`config.mk`:
```
export PLATFORM = sky130hd
export DESIGN_NAME = duty_ramp
export DESIGN_NICKNAME = d
export VERILOG_FILES = /design/src/rtl/duty_ramp.sv
export SDC_FILE = /design/constraint.sdc
export NUM_CORES = 1
export LEC_CHECK = 0
export ABC_AREA = 1
export BUFFER_PORTS_ARGS = -buffer_cell sky130_fd_sc_hd__buf_2
export CORE_MARGIN = 4
export CORE_UTILIZATION = 62
export DETAILED_ROUTE_END_ITERATION = 8
export PLACE_DENSITY = 0.82
export SETUP_SLACK_MARGIN = 0.2
export SKIP_CTS_REPAIR_TIMING = 1
export SLEW_MARGIN = 0
export SYNTH_ARGS = -nofsm -noshare
export SYNTH_HDL_FRONTEND = slang
export SYNTH_SLANG_ARGS = --single-unit
```
`constraint.sdc`:
```
create_clock -name clock_50 -period 3.95 [get_ports clock_50]
set_clock_uncertainty 0.05 [all_clocks]
set_input_delay 0.79 -clock clock_50 [delete_from_list [all_inputs] [get_ports clock_50]]
set_output_delay 0.79 -clock clock_50 [all_outputs]
set_load 0.005 [all_outputs]
```
`src/rtl/duty_ramp.sv`:
```
// duty_ramp: slew-limited duty setpoint generator feeding the pwm stage.
// Accepts a target over valid/ready, saturates it to PERIOD, then walks the
// duty output toward it by at most STEP counts, updating only at frame ends.
module duty_ramp #(
  parameter int unsigned PERIOD = 195,
  parameter int unsigned DIV    = 4,
  parameter int unsigned STEP   = 4
) (
  input  logic        clock_50,
  input  logic        clr,
  input  logic        cmd_valid,
  input  logic [15:0] cmd_duty,
  output logic        cmd_ready,
  output logic [15:0] duty,
  output logic        busy,
  output logic        done,
  output logic        frame_tick
);

  localparam int unsigned PreW = (DIV > 1) ? $clog2(DIV) : 1;
  localparam int unsigned CntW = (PERIOD > 1) ? $clog2(PERIOD) : 1;
  localparam logic [PreW-1:0] PreLast = PreW'(DIV - 1);
  localparam logic [CntW-1:0] CntLast = CntW'(PERIOD - 1);
  localparam logic [15:0]     DutyMax = 16'(PERIOD);
  localparam logic [16:0]     Step17  = 17'(STEP);
  localparam logic [15:0]     Step16  = 16'(STEP);

  typedef enum logic [1:0] {StIdle, StUp, StDown} state_e;

  state_e          state_q, state_d;
  logic [PreW-1:0] pre_q;
  logic [CntW-1:0] cnt_q;
  logic            frame_end;
  logic            tick_q;
  logic [15:0]     duty_q, duty_d;
  logic [15:0]     tgt_q, tgt_d;
  logic [15:0]     tgt_sat;
  logic [16:0]     up_diff, dn_diff;
  logic            done_q, done_d;
  logic            ready_q, busy_q;
  logic            accept;

  // Frame boundary is the last prescaler phase of the last count.
  assign frame_end = (pre_q == PreLast) && (cnt_q == CntLast);
  assign tgt_sat   = (cmd_duty > DutyMax) ? DutyMax : cmd_duty;
  // 17-bit differences; only the one matching the ramp direction is used.
  assign up_diff   = {1'b0, tgt_q} - {1'b0, duty_q};
  assign dn_diff   = {1'b0, duty_q} - {1'b0, tgt_q};
  assign accept    = cmd_valid & ready_q;

  assign cmd_ready  = ready_q;
  assign duty       = duty_q;
  assign busy       = busy_q;
  assign done       = done_q;
  assign frame_tick = tick_q;

  // Free-running prescaler and PWM count, mirroring the pwm divider.
  always_ff @(posedge clock_50) begin
    if (clr) begin
      pre_q  <= '0;
      cnt_q  <= '0;
      tick_q <= 1'b0;
    end else begin
      tick_q <= frame_end;
      if (pre_q == PreLast) begin
        pre_q <= '0;
        cnt_q <= (cnt_q == CntLast) ? '0 : cnt_q + 1'b1;
      end else begin
        pre_q <= pre_q + 1'b1;
      end
    end
  end

  // Ramp state, duty and handshake registers.
  always_ff @(posedge clock_50) begin
    if (clr) begin
      state_q <= StIdle;
      duty_q  <= '0;
      tgt_q   <= '0;
      done_q  <= 1'b0;
      ready_q <= 1'b1;
      busy_q  <= 1'b0;
    end else begin
      state_q <= state_d;
      duty_q  <= duty_d;
      tgt_q   <= tgt_d;
      done_q  <= done_d;
      ready_q <= (state_d == StIdle);
      busy_q  <= (state_d != StIdle);
    end
  end

  // Next-state: capture in idle, one bounded step per frame while ramping.
  always_comb begin
    state_d = state_q;
    duty_d  = duty_q;
    tgt_d   = tgt_q;
    done_d  = 1'b0;
    case (state_q)
      StIdle: begin
        // Idle never steps, so a command landing on a boundary waits a frame.
        if (accept) begin
          tgt_d = tgt_sat;
          if (tgt_sat > duty_q) begin
            state_d = StUp;
          end else if (tgt_sat < duty_q) begin
            state_d = StDown;
          end else begin
            done_d = 1'b1;
          end
        end
      end
      StUp: begin
        if (frame_end) begin
          if (up_diff <= Step17) begin
            duty_d  = tgt_q;
            state_d = StIdle;
            done_d  = 1'b1;
          end else begin
            duty_d = duty_q + Step16;
          end
        end
      end
      StDown: begin
        if (frame_end) begin
          if (dn_diff <= Step17) begin
            duty_d  = tgt_q;
            state_d = StIdle;
            done_d  = 1'b1;
          end else begin
            duty_d = duty_q - Step16;
          end
        end
      end
      default: begin
        state_d = StIdle;
      end
    endcase
  end

endmodule
```
### Word-level counts from Yosys, hierarchy flattened

Index checks and enable logic that the tools add are counted.

* $add $sub $neg: 6
* $lt $le $gt $ge: 5
* equality and inequality tests: 6
* muxes and demuxes: 23
* bitwise operators: 1
* reduce and logical (&&, ||, !) cells: 8

Operator list (number)
* $mux W16: 5
* $le A17 B3 Y1 const B: 2
* $sub A16 B16 Y17: 2
* $pmux W16 S2: 1
* $add A16 B3 Y16 const B: 1
* $gt A16 B16 Y1: 1
* $gt A16 B8 Y1 const B: 1
* $lt A16 B16 Y1: 1
* $sub A16 B3 Y16 const B: 1
* $mux W2: 7
* $add A8 B1 Y8 const B: 1
* $eq A8 B8 Y1 const B: 1
* $mux W8: 1
* $mux W1: 7
* $pmux W2 S3: 1
* $eq A2 B2 Y1 const B: 2
* $logic_not A2 Y1: 2
* $ne A2 B2 Y1 const B: 2
* $reduce_bool A2 Y1: 2
* $pmux W1 S3: 1
* $reduce_and A3 Y1: 1
* $add A2 B1 Y2 const B: 1
* $eq A2 B1 Y1 const B: 1
* $reduce_and A2 Y1: 1
* other kinds (3): 3

* bits in registers: 48
* input port bits: 19
* output and inout bits: 20
* logic and storage cells: 58

### Depth between registers and ports, before layout

Gate-level depths: netlist (run 1).

* word-level depth: 8
* depth in mapped cells: 22
* depth with buffers taken out: 22

### Worst setup path after synthesis (run 1)

OpenSTA, ideal clock, no wires.

* path kind: input port to flip-flop
* start point: in cmd_duty[10]
* end point: reg ready_q, in the netlist cmd_ready
* arrival: 2.897 ns
* required time: 3.830 ns
* path slack: 0.933 ns
* stages on the path: 16
* path buffers: 0
* cell sequence: nor4_1 > nand2_1 > nor3_1 > nand2_1 > or2_2 > ha_1 > a21oi_1 > o21ai_0 > nor3b_1 > o21ai_0 > nand3_1 > nand3_1 > a21oi_1 > nand2_1 > inv_1 > a21oi_1

* cells in the longest elaborated chain, start to end: 8
* elaborated cells on any way between the ends: 9
* classes of those cells: 3 x order compare; 5 x mux; 1 x reduce/logical

RTL lines
* start, declared: line 12 `input logic [15:0] cmd_duty,`
* $gt A16 B8 Y1 (*): line 45 `assign tgt_sat = (cmd_duty > DutyMax) ? DutyMax : cmd_duty;`
* $mux W16 (*): line 45
* via tgt_sat[1]: line 37 `logic [15:0] tgt_sat;`
* $lt A16 B16 Y1: line 106 `end else if (tgt_sat < duty_q) begin`
* $mux W2: line 106
* $mux W2 (*): line 104 `if (tgt_sat > duty_q) begin`
* $mux W2 (*): line 102 `if (accept) begin`
* $pmux W2 S3 (*): line 99 `case (state_q)`
* $logic_not A2 Y1 (*): line 88 `ready_q <= (state_d == StIdle);`
* end signal, assigned: line 88
* end, declared: line 40 `logic ready_q, busy_q;`

Mark *: on every way through the listed nets, which the timed path passes. The rest lies on a longest branch.
A chain may end at the register's enable or synchronous reset.

### Final worst setup path (run 1)

* start point: reg duty_q[8], in the netlist duty[8]
* end point: reg duty_q[4], in the netlist duty[4]

* cells in the longest elaborated chain, start to end: 5
* elaborated cells on any way between the ends: 9
* classes of those cells: 2 x add/sub; 2 x order compare; 5 x mux

RTL lines
* start, declared: line 35 `logic [15:0] duty_q, duty_d;`
* start signal, assigned: line 85 `duty_q <= duty_d;`
* $sub A16 B16 Y17, on equally long branches: line 48, 47
* $le A17 B3 Y1, on equally long branches: line 126, 115
* $mux W16, on equally long branches: line 126, 115
* $mux W16, on equally long branches: line 125, 114
* $pmux W16 S2 (*): line 99

Every way passes the cells marked *; elsewhere a longest branch is shown, timed or not. The select of a mux whose other input is x is not followed.

==> flow_summary.toml, run 1 <==
[worst_setup_path]
startpoint_type = "register"
worstSetupPathType = "reg -> reg"
critPathArrivalTime_ns = 3.58
cp_max_fo = 11
crit_path_end_kind = "register"
crit_required_ns = 4.10

[synthesis]
synthMuxAreaShare_pct = 0
synth_top_family_by_area = "simple AND/OR/NAND/NOR gates"
synth-seq-cells = 48
postSynthCellCount = 934
synth_compound_area_share_pct = 6.852
netlist-cell-type-count = 37
syn_area_um2 = 5369
synthArstFlopShare_pct = 0
syn_avg_cell_area_um2 = 5.748
synth_flop_cell = "dfxtp_1"
synthXorXnorAreaFrac_pct = 3.752
synth_adder_area_share_pct = 13.28
yosysWarnings = 0
synth-edff-count = 0
synth_seq_area_share_pct = 17.90
synthSimpleGateAreaFrac_pct = 45.28

[layout]
final_common_cell = "nand2_1"
drive_gt1_share_pct = 9.455
nets = 1048
final_cell_mix = "278 x nand2_1, 150 x inv_1, 107 x nand3_1"
num_antenna_cells = 0
syn2layout_area_growth_pct = 7.854
fin_area_um2 = 5791

[place]
placed_cell_area_um2 = 5664
finalWeightedCongestion = 0.9952
numPortBuffers = 38
dp.final_hpwl_mm = 12.13
place_ws_ns = 0.5408

[floorplan]
die-height_um = 101.1
core_um2 = 8299
initial_core_util_pct = 64.69
die-area_um2 = 10210
row_count = 33
boundaryPins = 39
die_w_um = 101.1

[timing]
period_minus_slack_ns = 3.432
maxSlewHeadroom_pct = 51.54
setup_viol = 0
setup-tns-final_ns = 0
fin_ws_ns = 0.5181
rsz0062_at_grt = "no"
post-route-period-util_pct = 86.88
tightestPinTransition_ns = 0.7193
max_clock_freq_ghz = 0.2914
finalMaxSlewViolations = 0
hold_viol = 0
hold-worst-slack_ns = 0.3761

[pwr]
ir_worst_vdd_mv = 0.2770
leakage_nw = 3.119
pwr_density_cell_nw_per_um2 = 285.6
report.power.total_mw = 1.654

[global_route]
grt_pass1_wl_mm = 25.06
overflow = 0
grt_max_degree = 27
antenna_found_initial = 0
grt_use_total_pct = 30.20
grt_pass1_vias = 5410

[min_path]
hold_path.class = "reg -> reg"

[drt]
drc = 0
drt_iter0_drc = 474
routedWlPerCell_um = 13.95
drtPass1Iterations = 6
routed_wl_mm = 15.04
dr_total_vias = 5864
drtAntennaViolNets = 0
wl_met2_mm = 7.203
routedLengthMet1_mm = 6.465
met3RoutedLength_mm = 1.103
vias_per_cell = 5.440
routed.top_layer = "met4"

[clocking]
clkSinkCount = 48
clk_root_buffer_cell = "clkbuf_8"
clock_latency_ns = 0.31
cts_tree = "yes"
cts.clk_slew.worst_paths_ns = 0.09
cts_buffers = 5
clockBufferDepth = 2
htreeDepth = 2

[run_status]
status = "finished clean"

[flow_run]
drv_cap = 0
==> Yosys cell counts (2+ instances only) <==
| cell type | number | area share [%] |
|---|---|---|
| nor2_1 | 85 | 5.9 |
| nand3_1 | 107 | 10 |
| nand2_2 | 7 | 0.82 |
| nand3_2 | 3 | 0.56 |
| nand4_1 | 18 | 2.1 |
| xnor2_1 | 2 | 0.33 |
| ha_1 | 57 | 13 |
| nor2_2 | 21 | 2.4 |
| or2_2 | 4 | 0.47 |
| inv_1 | 150 | 10 |
| nand3b_1 | 2 | 0.28 |
| clkinv_1 | 4 | 0.28 |
| nor3_1 | 22 | 2.1 |
| o21ai_0 | 26 | 2.4 |
| nor4_1 | 2 | 0.23 |
| buf_4 | 2 | 0.28 |
| a21oi_1 | 39 | 3.6 |
| and2_1 | 2 | 0.23 |
| nand2_1 | 278 | 19 |
| clkbuf_1 | 10 | 0.70 |
| buf_2 | 6 | 0.56 |
| dfxtp_1 | 48 | 18 |
| inv_2 | 4 | 0.28 |
| xor2_1 | 21 | 3.4 |
| nor3b_1 | 2 | 0.28 |
==> worst paths after layout <==
kind	startpoint	to	slack [ns]	cells after the start
setup reg to reg	duty[8]$_SDFFE_PP0P_	duty[4]$_SDFFE_PP0P_	0.52	18
setup / recovery	duty[8]$_SDFFE_PP0P_	duty[4]$_SDFFE_PP0P_	0.52	18
hold / removal	pre_q[0]$_SDFF_PP0_	pre_q[0]$_SDFF_PP0_	0.38	1
hold reg to reg	pre_q[0]$_SDFF_PP0_	pre_q[0]$_SDFF_PP0_	0.38	1
==> layer usage <==
layer	vias to the layer above	track usage [%]
met5	-	0
met4	0	7.566
met3	30	3.737
met2	234	52.06
met1	2588	39.82
li1	3012	-
==> metrics by stage <==
step / cells / utilization [%]
CTS: 1078 / 69.77
floorplan: 941 / -
global placement: 1070 / 68.25
detailed placement: 1070 / 68.25
global route: 1078 / 69.77
finish: 1078 / 69.77
==> critical path, cell delays in order, from the launching register on <==
cell	delay [ns]
dfxtp_1	0.41
clkinv_1	0.29
ha_1	0.56
nand2_1	0.13
nor2_2	0.20
and2_1	0.17
nand2_1	0.08
nand2_1	0.07
nand2_1	0.04
nand2_1	0.13
nand2_1	0.07
nor2_1	0.23
nand2_1	0.34
inv_1	0.21
nand2_1	0.08
nand3_1	0.08
nand3_1	0.08
nand2_1	0.07
inv_1	0.04
==> flip-flops by register name, summed over array words and instances, names as in the netlist <==
name / flops
duty: 16
done: 1
cmd_ready: 1
pre_q: 2
cnt_q: 8
tgt_q: 16
state_q: 2
frame_tick: 1
busy: 1
==> logic make-up after synthesis <==
family          Yosys count
flops                    48
buf+inv                 178
other cells               1
xor+xnor                 23
simple gates            556
compound gates           71
fa+ha+maj                57
==> power by group <==
group	internal, mW	switching, mW	leakage, nW
Clock	0.224	0.167	0.0645
Sequential	0.508	0.0160	0.389
Combinational	0.236	0.504	2.67
==> cell type report <==
| type | count | area (µm²) |
|---|---|---|
| well taps | 105 | 131.4 |
| clock buffers | 7 | 96.34 |
| inverters | 158 | 593.1 |
| clock inverters | 1 | 30.03 |
| flip-flops and latches | 48 | 960.9 |
| repair buffers | 44 | 235.2 |
| multi-input cells | 715 | 3744 |
| fillers | 806 | 2509 |
Power figures use the tool's default switching activity.
==> run 2, diff against run 1 <==
--- a/config.mk
+++ b/config.mk
@@ -11,6 +11,7 @@
 export CORE_UTILIZATION = 62
 export DETAILED_ROUTE_END_ITERATION = 8
 export PLACE_DENSITY = 0.82
+export RECOVER_POWER = 25
 export SETUP_SLACK_MARGIN = 0.2
 export SKIP_CTS_REPAIR_TIMING = 1
 export SLEW_MARGIN = 0
==> run 2 against run 1 <==
Compared with the run above: worst hold slack is essentially flat; combinational power about the same; count of clock-buffer cells in the layout did not move; critical path depth did not move; highest routed layer unchanged; largest power group unchanged; final cell count unchanged; power barely moved.
==> flow_summary.toml, run 2 (synthesized netlist as in run 1, its figures left out) <==
[worst_setup_path]
worstSetupPathType = "reg -> reg"
reg2reg_slack_ns = 0.55
crit_required_ns = 4.11
startpoint_type = "register"
cp_max_fo = 11
critPathArrivalTime_ns = 3.56
crit_path_end_kind = "register"

[floorplan]
row_count = 33
die_w_um = 101.1
die-area_um2 = 10210
core_um2 = 8299
initial_core_util_pct = 64.69
boundaryPins = 39
die-height_um = 101.1

[layout]
final-seq-area_um2 = 960.9
final_cell_mix = "278 x nand2_1, 150 x inv_1, 107 x nand3_1"
final_common_cell = "nand2_1"
syn2layout_area_growth_pct = 7.551
nets = 1048
fin_area_um2 = 5774
stdcell_count = 1078
num_antenna_cells = 0
multi_input_comb_area_um2 = 3741
fillCellCount = 812
drive_gt1_share_pct = 8.633

[clocking]
cts_buffers = 5
clkSinkCount = 48
clock_latency_ns = 0.31
cts.clk_slew.worst_paths_ns = 0.09
cts_tree = "yes"
clk_root_buffer_cell = "clkbuf_8"
htreeDepth = 2
clockBufferDepth = 2

[timing]
tightestPinTransition_ns = 0.7040
max_clock_freq_ghz = 0.2940
setup-tns-final_ns = 0
period_minus_slack_ns = 3.401
hold_viol = 0
maxSlewHeadroom_pct = 52.57
hold-worst-slack_ns = 0.3761
post-route-period-util_pct = 86.10
rsz0062_at_grt = "no"
finalMaxSlewViolations = 0
setup_viol = 0

[pwr]
p_clk_share_pct = 23.7
ir_worst_vdd_mv = 0.2776
pwr-share-comb_pct = 44.6
pwr_density_cell_nw_per_um2 = 286.4
p_int_mw = 0.9661
switching_share_pct = 41.58
power.net_switching_mw = 0.6877
seqPwrFrac_pct = 31.7
leakage_nw = 3.089

[min_path]
hold_path.class = "reg -> reg"

[drt]
dr_total_vias = 5869
routedLengthMet1_mm = 6.462
wl_met2_mm = 7.189
drtPass1Iterations = 5
routed_wl_mm = 14.96
routed.top_layer = "met4"
vias_per_cell = 5.444
drtAntennaViolNets = 0
drt_iter0_drc = 445
met3RoutedLength_mm = 1.043
drc = 0
routedWlPerCell_um = 13.88

[place]
placed_cell_area_um2 = 5664
dp.cells = 1070
finalWeightedCongestion = 0.9952
numPortBuffers = 38
dp.final_hpwl_mm = 12.13

[global_route]
grt_max_degree = 27
overflow = 0
grt_pass1_wl_mm = 25.06
grt_use_total_pct = 30.20
antenna_found_initial = 0
grt_pass1_vias = 5410

[flow_run]
drv_cap = 0

[run_status]
status = "finished clean"
-- run 2: worst max-delay path, cell delays in order, from the launching register on --
cell	delay, ns
dfxtp_1	0.41
clkinv_1	0.28
ha_1	0.55
nand2_1	0.13
nor2_2	0.20
and2_1	0.17
nand2_1	0.08
nand2_1	0.07
nand2_1	0.04
nand2_1	0.13
nand2_1	0.07
nor2_1	0.23
nand2_1	0.32
inv_1	0.20
nand2_1	0.07
nand3_1	0.08
nand3_1	0.08
nand2_1	0.07
inv_1	0.04
-- run 2: cell type report --
cell class	count	area share, %
Tap cell	105	2.275
Multi-Input combinational cell	715	64.79
Sequential cell	48	16.64
Clock inverter	1	0.5200
Timing Repair Buffer	44	3.835
Clock buffer	7	1.668
Inverter	158	10.27
-- run 2: per-layer routing --
metal / track usage (%) / vias to the layer above
li1: - / 3012
met1: 39.82 / 2618
met2: 52.06 / 211
met3: 3.737 / 28
met4: 7.566 / 0
met5: 0 / -
-- run 2: per-stage QoR --
| stage | power, mW | utilization [%] | setup slack [ns] |
|---|---|---|---|
| 3_3_place_gp | 1.252 | 68.25 | 0.5902 |
| 6_report | 1.654 | 69.58 | 0.5490 |
| 2_1_floorplan | 1.094 | - | 0.9333 |
| 3_5_place_dp | 1.260 | 68.25 | 0.5408 |
| 5_1_grt | 1.782 | 69.58 | 0.2518 |
| 4_1_cts | 1.647 | 69.77 | 0.5994 |
-- run 2: path summary, 6_finish.rpt --
check                  startpoint              endpoint  cells past startpoint
max          duty[8]$_SDFFE_PP0P_  duty[4]$_SDFFE_PP0P_                     18
max reg2reg  duty[8]$_SDFFE_PP0P_  duty[4]$_SDFFE_PP0P_                     18
min           pre_q[0]$_SDFF_PP0_   pre_q[0]$_SDFF_PP0_                      1
min reg2reg   pre_q[0]$_SDFF_PP0_   pre_q[0]$_SDFF_PP0_                      1
-- run 2: power by group through the flow --
stage,Clock (mW),Combinational (mW),Sequential (mW)
6_report,0.392,0.738,0.524
2_1_floorplan,0,0.563,0.531
3_3_place_gp,0,0.717,0.535
4_1_cts,0.395,0.727,0.524
5_1_grt,0.414,0.841,0.526
3_5_place_dp,0,0.724,0.535
